==> src/rtl/led_ring_stepper_if.sv <==
// Control/status bundle between the input decoder, the ring stepper and the LED driver.
// The stepper takes the slave modport; the decoder side takes master.
interface led_ring_stepper_if #(
  parameter int unsigned NPOS = 8,
  parameter int unsigned PW   = $clog2(NPOS),
  parameter int unsigned DIVW = 16,
  parameter int unsigned LAPW = 8
);
  localparam int unsigned COLS = NPOS / 2;

  logic            step_valid;
  logic            step_ready;
  logic            dir;
  logic            auto_en;
  logic [DIVW-1:0] div_val;
  logic            load;
  logic [PW-1:0]   load_pos;
  logic [PW-1:0]   pos;
  logic            wrap;
  logic [LAPW-1:0] lap;
  logic [COLS-1:0] led_top;
  logic [COLS-1:0] led_mid;
  logic [COLS-1:0] led_bot;

  modport master (
    output step_valid, dir, auto_en, div_val, load, load_pos,
    input  step_ready, pos, wrap, lap, led_top, led_mid, led_bot
  );

  modport slave (
    input  step_valid, dir, auto_en, div_val, load, load_pos,
    output step_ready, pos, wrap, lap, led_top, led_mid, led_bot
  );
endinterface

==> src/rtl/led_ring_stepper.sv <==
// NPOS-position ring stepper with manual/auto stepping, load, wrap pulse and signed lap count.
// Position is decoded onto a 3-row x NPOS/2-column LED grid.
module led_ring_stepper #(
  parameter int unsigned NPOS = 8,
  parameter int unsigned PW   = $clog2(NPOS),
  parameter int unsigned DIVW = 16,
  parameter int unsigned LAPW = 8
) (
  input logic               clk,
  input logic               rst,
  led_ring_stepper_if.slave bus
);
  localparam int unsigned   COLS   = NPOS / 2;
  localparam logic [PW-1:0] PosMax = PW'(NPOS - 1);

  typedef enum logic {StManual, StAuto} state_e;

  state_e          state_q, state_d;
  logic [DIVW-1:0] div_q, div_d;
  logic [PW-1:0]   pos_q, pos_d;
  logic [LAPW-1:0] lap_q, lap_d;
  logic            wrap_q, wrap_d;

  logic [DIVW-1:0] period_m1;
  logic            tick;
  logic            step;
  logic [COLS-1:0] led_top, led_mid, led_bot;

  always_comb begin
    // A div_val of 0 behaves as 1; >= lets a shrunken period fire immediately.
    period_m1 = (bus.div_val == '0) ? '0 : bus.div_val - 1'b1;
    tick      = (div_q >= period_m1);
    step      = (state_q == StManual) ? bus.step_valid : tick;

    state_d = state_q;
    div_d   = div_q;
    pos_d   = pos_q;
    lap_d   = lap_q;
    wrap_d  = 1'b0;

    if (state_q == StAuto) begin
      div_d = tick ? '0 : div_q + 1'b1;
    end

    case (state_q)
      StManual: begin
        if (bus.auto_en) begin
          state_d = StAuto;
          div_d   = '0;
        end
      end
      StAuto: begin
        if (!bus.auto_en) begin
          state_d = StManual;
          div_d   = '0;
        end
      end
      default: state_d = StManual;
    endcase

    if (bus.load) begin
      pos_d = (bus.load_pos > PosMax) ? PosMax : bus.load_pos;
      div_d = '0;
    end else if (step) begin
      if (bus.dir) begin
        if (pos_q == PosMax) begin
          pos_d  = '0;
          wrap_d = 1'b1;
          lap_d  = lap_q + 1'b1;
        end else begin
          pos_d = pos_q + 1'b1;
        end
      end else begin
        if (pos_q == '0) begin
          pos_d  = PosMax;
          wrap_d = 1'b1;
          lap_d  = lap_q - 1'b1;
        end else begin
          pos_d = pos_q - 1'b1;
        end
      end
    end
  end

  always_ff @(posedge clk) begin
    if (rst) begin
      state_q <= StManual;
      div_q   <= '0;
      pos_q   <= '0;
      lap_q   <= '0;
      wrap_q  <= 1'b0;
    end else begin
      state_q <= state_d;
      div_q   <= div_d;
      pos_q   <= pos_d;
      lap_q   <= lap_d;
      wrap_q  <= wrap_d;
    end
  end

  // Left half of the ring lights top+mid from the left; right half lights mid+bot from the right.
  always_comb begin
    led_top = '0;
    led_mid = '0;
    led_bot = '0;
    for (int unsigned c = 0; c < COLS; c++) begin
      if (pos_q == PW'(c)) begin
        led_top[COLS-1-c] = 1'b1;
        led_mid[COLS-1-c] = 1'b1;
      end
      if (pos_q == PW'(c + COLS)) begin
        led_mid[c] = 1'b1;
        led_bot[c] = 1'b1;
      end
    end
  end

  assign bus.step_ready = (state_q == StManual);
  assign bus.pos        = pos_q;
  assign bus.wrap       = wrap_q;
  assign bus.lap        = lap_q;
  assign bus.led_top    = led_top;
  assign bus.led_mid    = led_mid;
  assign bus.led_bot    = led_bot;
endmodule

==> src/flat_wrapper.sv <==
// flat-port wrapper written by rule: the top's interface ports become plain ports
module led_ring_stepper_flat 
#(
  parameter int unsigned NPOS = 8,
  parameter int unsigned PW   = $clog2(NPOS),
  parameter int unsigned DIVW = 16,
  parameter int unsigned LAPW = 8
)
  (clk, rst, bus_step_valid, bus_dir, bus_auto_en, bus_div_val, bus_load, bus_load_pos, bus_step_ready, bus_pos, bus_wrap, bus_lap, bus_led_top, bus_led_mid, bus_led_bot);
  led_ring_stepper_if #(.NPOS(NPOS), .PW(PW), .DIVW(DIVW), .LAPW(LAPW)) bus_i ();
  input logic clk;
  input logic rst;
  input wire logic [$bits(bus_i.step_valid)-1:0] bus_step_valid;
  input wire logic [$bits(bus_i.dir)-1:0] bus_dir;
  input wire logic [$bits(bus_i.auto_en)-1:0] bus_auto_en;
  input wire logic [$bits(bus_i.div_val)-1:0] bus_div_val;
  input wire logic [$bits(bus_i.load)-1:0] bus_load;
  input wire logic [$bits(bus_i.load_pos)-1:0] bus_load_pos;
  output wire logic [$bits(bus_i.step_ready)-1:0] bus_step_ready;
  output wire logic [$bits(bus_i.pos)-1:0] bus_pos;
  output wire logic [$bits(bus_i.wrap)-1:0] bus_wrap;
  output wire logic [$bits(bus_i.lap)-1:0] bus_lap;
  output wire logic [$bits(bus_i.led_top)-1:0] bus_led_top;
  output wire logic [$bits(bus_i.led_mid)-1:0] bus_led_mid;
  output wire logic [$bits(bus_i.led_bot)-1:0] bus_led_bot;
  assign bus_i.step_valid = bus_step_valid;
  assign bus_i.dir = bus_dir;
  assign bus_i.auto_en = bus_auto_en;
  assign bus_i.div_val = bus_div_val;
  assign bus_i.load = bus_load;
  assign bus_i.load_pos = bus_load_pos;
  assign bus_step_ready = bus_i.step_ready;
  assign bus_pos = bus_i.pos;
  assign bus_wrap = bus_i.wrap;
  assign bus_lap = bus_i.lap;
  assign bus_led_top = bus_i.led_top;
  assign bus_led_mid = bus_i.led_mid;
  assign bus_led_bot = bus_i.led_bot;
  led_ring_stepper #(.NPOS(NPOS), .PW(PW), .DIVW(DIVW), .LAPW(LAPW)) u_core (.clk(clk), .rst(rst), .bus(bus_i));
endmodule
==> config.mk <==
export PLATFORM = sky130hd
export DESIGN_NAME = led_ring_stepper_flat
export DESIGN_NICKNAME = d
export VERILOG_FILES = /design/src/rtl/led_ring_stepper_if.sv /design/src/rtl/led_ring_stepper.sv /design/src/flat_wrapper.sv
export SDC_FILE = /design/constraint.sdc
export NUM_CORES = 1
export LEC_CHECK = 0
export ABC_AREA = 1
export CAP_MARGIN = 20
export CORE_UTILIZATION = 23
export CTS_CLUSTER_SIZE = 40
export DETAILED_ROUTE_END_ITERATION = 10
export PLACE_DENSITY_LB_ADDON = 0.05
export SYNTH_ARGS = -nofsm -noshare
export SYNTH_HDL_FRONTEND = slang
export SYNTH_SLANG_ARGS = --single-unit
==> constraint.sdc <==
create_clock -name clk -period 7.8 [get_ports clk]
set_clock_uncertainty 0.2 [all_clocks]
set_input_delay 1.56 -clock clk [delete_from_list [all_inputs] [get_ports clk]]
set_output_delay 1.56 -clock clk [all_outputs]
set_load 0.05 [all_outputs]
==> results of run 1 <==
==> final cells by class <==
type | instances | area, um2
clock buffer | 7 | 86.3
fill | 1258 | 7580
inverter | 52 | 195
multi-input combinational | 304 | 1770
sequential | 29 | 581
tap | 140 | 175
timing repair buffer | 50 | 498
==> tightest hold or removal path, delay by kind of cell (launching register included) <==
kind / cells / cell delay, ns
compound gates: 1 / 0.05
simple gates: 1 / 0.07
flops: 1 / 0.33
==> layout by cell type, fill, tap and decap left out, types with 5 or more instances in the layout <==
cell | synthesis | layout
xor2_1 | 11 | 11
clkbuf_8 | 0 | 6
nor3_1 | 9 | 9
o21ai_0 | 13 | 13
inv_1 | 52 | 52
xnor2_1 | 7 | 7
or2_2 | 5 | 5
nand4_1 | 11 | 11
nor2_1 | 53 | 53
dfxtp_1 | 29 | 29
ha_1 | 33 | 33
clkdlybuf4s50_1 | 0 | 49
nand2_1 | 80 | 80
a21oi_1 | 26 | 26
nand3_1 | 30 | 30
==> worst paths after layout <==
kind,from,end,cells after the start
worst max-delay path,bus_div_val[12],u_core.div_q[12],16
worst min-delay path,u_core.div_q[0],u_core.div_q[0],2
worst max register to register,u_core.div_q[11],u_core.div_q[12],9
worst min register to register,u_core.div_q[0],u_core.div_q[0],2
==> state kept, by name, summed over array words and instances (netlist names) <==
name             count
u_core.bus.lap       8
u_core.bus.pos       3
u_core.bus.wrap      1
u_core.div_q        16
u_core.state_q       1
==> logic make-up after synthesis <==
kind of cell               count (synthesis)  share of synthesized area (%)
AOI/OAI and AO/OA                         48                           10.1
xor gates and xnor gates                  18                           6.09
adders and majority gates                 34                           16.7
buffers and inverters                     58                           9.09
DFF                                       29                           22.4
muxes                                      2                          0.773
and+or+nand+nor                          202                           34.8
==> power groups by stage <==
stage                     Combinational (mW)  Sequential [mW]  Clock, mW
after global routing                   0.148            0.158      0.138
after detailed placement               0.135            0.161          0
after floorplan                       0.0802            0.170          0
after global placement                 0.135            0.161          0
after CTS                              0.136            0.158      0.131
final                                  0.134            0.158      0.125
==> per-stage QoR <==
stage / hold WS (ns) / instances / setup WS (ns) / instance area, um2 / utilization [%]
finish: 0.303 / 582 / 2.93 / 3310 / 30.4
global route: 0.346 / 582 / 2.42 / 3310 / 30.4
detailed placement: 0.297 / 575 / 2.54 / 3220 / 29.6
CTS: 0.306 / 582 / 2.82 / 3310 / 30.4
global placement: 0.303 / 574 / 2.60 / 3210 / 29.5
floorplan: 0.274 / 391 / 3.72 / 2590 / -
==> routing by layer <==
metal / vias to the layer above / part of all wire, % / GRT usage [%]
met2: 36 / 43 / 19.8
met1: 1100 / 52 / 16.5
met5: - / 0 / 0
met4: 0 / 1.4 / 4.21
met3: 7 / 3.5 / 2.41
li1: 1380 / - / -
==> flow_summary.toml, run 1 <==
[worst_setup_path]
cp-start-kind = "input pin"
path_delay_family = "simple AND/OR/NAND/NOR gates"
critPathMaxStageDelay_ns = 0.50
worstSetupPathType = "input pin to flip-flop"
worstSetupEndpointType = "flip-flop"
path_cells = "clkdlybuf4s50_1 > nor2_1 > inv_1 > nor3_1 > inv_1 > nor4_1 > inv_1 > nand3_1 > ha_1 > a21oi_1 > o21ai_0 > nor2_1 > nand2_1 > nand2_1 > nand2_1 > nor3_1"
crit_required_ns = 7.80
crit_fanout = 14
cp.arrival_ns = 4.86
cpMaxStageDelayCell = "nor4_1"
path_buf_inv = 4
reg2reg_setup_slack_ns = 5.57

[sta]
fmax_mhz = 205
setup_viol = 0
fin_setup_tns_ns = 0
finalHoldViolations = 0
slew_headroom_pct = 56.4
layout_min_cycle_time_ns = 4.87
tightest_slew_ns = 0.647
fin_crit_sh_pct = 62.4
grt_setup_unrepaired = "false"
drv_slew = 0

[cts]
numCtsBuffers = 5
htree_levels = 2
clk_pin_slew_ns = 0.06
cts_setup_buffers = 0
cts_tree = "done"
insertion_delay_ns = 0.28
clkSinkCount = 29
cts-root-buf = "clkbuf_8"
clockBufferDepth = 2
hold_buffers = 0
cts_resized = 0

[power]
p_sw_mw = 0.144
seqPwrFrac_pct = 37.8
p_comb_share_pct = 32.2
clkPwrFrac_pct = 30.0
p_int_mw = 0.273
p_per_area_nw_per_um2 = 126
total_power_mw = 0.417
vdd_drop_max_mv = 0.0606
power.share.switching_pct = 34.6
p_leak_nw = 1.46

[hold_path]
min_path_type = "flip-flop to flip-flop"

[outcome]
outcome = "complete, no violations"

[logic_synthesis]
yosysUniqueCellTypes = 29
synth_top_cell_by_area = "dfxtp_1"
async_flop_share_pct = 0
synth_area_leaders = "dfxtp_1 (22%), ha_1 (16%), nand2_1 (12%), nor2_1 (7.7%), inv_1 (7.5%)"
synthFlopType = "dfxtp_1"
synth_edf_count = 0
ys_ff_latch = 29
synth_top_cell_area_share_pct = 22.4
synth_area_um2 = 2590
syn_inst = 391
avgSynthCellArea_um2 = 6.62
yosys_warnings = 0
yosysMostFrequentCell = "nand2_1"
synth.net_count = 450
synth_common_cells = "nand2_1 (80), nor2_1 (53), inv_1 (52)"
seq_area_frac_synth_pct = 22.4

[placement]
port-buffer-count = 49
place.gp.congestion = 0.795
place_hpwl_um = 5570

[floorplan]
die_w_um = 108
die_area_um2 = 11700
rows = 38
start_util_pct = 23.8
coreArea_um2 = 10900
io_pins = 50
dieHeight_um = 108

[cells_and_area]
antennaDiodeCount = 0
drive_gt1_share_pct = 4.07
area_growth_pct = 27.8
nets = 501

[route]
wl_per_cell_um = 11.8
drt_iter0_drc = 178
first_pass_iters = 4
drc = 0
ant_nets = 0
routed_wirelength_um = 6850
vias = 2523
via_per_inst = 4.34

[grt]
grt_use_total_pct = 12.4
grt_pass1_wl_um = 11400
grt_pass1_vias = 2454
overflow = 0
grt_start_max_net_pins = 18
antenna_found_initial = 0

[flow_run]
max-cap-violations = 0
Power figures use the tool's default switching activity.
==> run 2, diff against run 1 <==
==> constraint.sdc (replaced) <==
create_clock -name clk -period 4.8 [get_ports clk]
set_clock_uncertainty 0.2 [all_clocks]
set_input_delay 0.96 -clock clk [delete_from_list [all_inputs] [get_ports clk]]
set_output_delay 0.96 -clock clk [all_outputs]
set_load 0.05 [all_outputs]
==> run 2 against run 1 <==
Sequential power increased by 62%. Setup slack got worse by 2.3 ns. Highest routed layer unchanged. Critical path type unchanged. Routed wire length decreased by 2.3%. Clock-buffer cell count decreased by 1. Register-to-register slack got worse by 2.9 ns.
==> flow_summary.toml, run 2 (synthesized netlist as in run 1, its figures left out) <==
[power]
p_sw_mw = 0.242
total_power_mw = 0.689
p_comb_share_pct = 31.9
p_int_mw = 0.447
power.share.switching_pct = 35.2
p_per_area_nw_per_um2 = 206
p_leak_nw = 1.48
seqPwrFrac_pct = 37.1
vdd_drop_max_mv = 0.0937
clkPwrFrac_pct = 31.0

[floorplan]
io_pins = 50
rows = 38
die_w_um = 108
coreArea_um2 = 10900
start_util_pct = 23.8
die_area_um2 = 11700
dieHeight_um = 108

[cells_and_area]
nets = 504
drive_gt1_share_pct = 5.16
antennaDiodeCount = 0
top_register = "u_core.div_q"
fin_cells = 586
largest_reg_flops = 16
area_growth_pct = 29.0
mostFrequentLayoutCell = "nand2_1"
mostFrequentLayoutCells = "nand2_1 (80), nor2_1 (53), inv_1 (52)"

[cts]
clkSinkCount = 29
insertion_delay_ns = 0.28
cts_tree = "done"
cts-root-buf = "clkbuf_8"
hold_buffers = 0
clk_pin_slew_ns = 0.07
htree_levels = 2
cts_resized = 0
clockBufferDepth = 2
numCtsBuffers = 5
cts_setup_buffers = 0

[worst_setup_path]
cp-start-kind = "input pin"
cp-startpoint = "bus_div_val[2]"
cp.arrival_ns = 4.18
timing.rr.start = "u_core.div_q[0]"
worstSetupPathType = "input pin to flip-flop"
worstSetupEndpointType = "flip-flop"
crit_fanout = 17
crit_required_ns = 4.78

[placement]
placedCellCount = 578
port-buffer-count = 49
place_hpwl_um = 5460
place.gp.congestion = 0.790

[sta]
fmax_mhz = 238
fin_setup_tns_ns = 0
layout_min_cycle_time_ns = 4.19
slew_headroom_pct = 60.9
tightest_slew_ns = 0.581
fin_crit_sh_pct = 87.4
grt_setup_unrepaired = "false"
finalHoldViolations = 0
setup_viol = 0
drv_slew = 0

[flow_run]
max-cap-violations = 0

[route]
ant_nets = 0
first_pass_iters = 4
routed_wirelength_um = 6690
drt_iter0_drc = 75
via_per_inst = 4.30
drc = 0
vias = 2518
wl_per_cell_um = 11.4

[grt]
overflow = 0
grt_pass1_vias = 2371
grt_use_total_pct = 12.3
grt_start_max_net_pins = 18
grt_pass1_wl_um = 11400
antenna_found_initial = 0

[hold_path]
min_path_type = "flip-flop to flip-flop"
hp-start = "u_core.div_q[0]"

[outcome]
outcome = "complete, no violations"
==> run 2: cell types whose count changed in the layout (fill, tap and decap cells not counted) <==
cell / delta
clkinv_2: +1
buf_4: +3
clkbuf_1: -1
clkinv_4: +1
==> run 2: power by group through the flow <==
stage          clock (mW)  combinational (mW)  sequential [mW]
2_1_floorplan           0               0.130            0.276
6_report            0.214               0.219            0.256
3_3_place_gp            0               0.222            0.262
3_5_place_dp            0               0.220            0.261
4_1_cts             0.225               0.222            0.256
5_1_grt             0.238               0.243            0.257
==> run 2: final cells by class <==
| class | instances | area, um2 |
|---|---|---|
| fillers | 1226 | 7550 |
| multi-input cells | 304 | 1770 |
| flip-flops and latches | 29 | 581 |
| inverters | 52 | 195 |
| repair buffers | 53 | 520 |
| clock buffers | 6 | 82.6 |
| well taps | 140 | 175 |
| clock inverters | 2 | 13.8 |
==> run 2: routing by layer <==
metal / track usage, % / up-vias / part of all wire (%)
met5: 0 / - / 0
li1: - / 1387 / -
met4: 3.72 / 0 / 1.2
met2: 19.2 / 30 / 42
met1: 16.8 / 1093 / 53
met3: 2.47 / 8 / 3.5
==> run 2: final timing paths <==
kind / endpoint / slack, ns / depth (start not counted)
setup / recovery: u_core.bus.lap[6] / 0.61 / 21
setup reg to reg: u_core.bus.lap[6] / 2.63 / 15
hold / removal: u_core.div_q[0] / 0.32 / 2
hold reg to reg: u_core.div_q[0] / 0.32 / 2
==> run 2: stage by stage <==
stage / utilization (%) / hold WS [ns] / setup WS, ns / cell area, um2
4_1_cts: 30.7 / 0.313 / 0.590 / 3340
2_1_floorplan: - / 0.274 / 1.32 / 2590
3_3_place_gp: 29.8 / 0.298 / 0.337 / 3240
6_report: 30.7 / 0.315 / 0.606 / 3340
3_5_place_dp: 29.8 / 0.301 / 0.306 / 3240
5_1_grt: 30.7 / 0.356 / 0.109 / 3340
==> run 2: critical path: stages <==
cell and delay (ns):
clkdlybuf4s50_1 0.46, nor2_1 0.12, nand2_1 0.09, nor3_1 0.26, nand2_1 0.18, nor3_2 0.20
nand2_1 0.12, inv_1 0.11, or2_2 0.11, nand3_1 0.11, ha_1 0.34, nand2_1 0.07
o21bai_1 0.15, a21oi_1 0.12, nor2_1 0.06, nand2_1 0.10, nand2_1 0.12, nand2_2 0.27
nand3_1 0.12, nand2_1 0.08, nor2_1 0.04
==> run 3, diff against run 2 <==
--- a/config.mk
+++ b/config.mk
@@ -14,3 +14,4 @@
 export SYNTH_ARGS = -nofsm -noshare
 export SYNTH_HDL_FRONTEND = slang
 export SYNTH_SLANG_ARGS = --single-unit
+export TNS_END_PERCENT = 100
==> results of run 3 <==
Same layout as run 2: the final DEF is identical, and so are final timing and power.
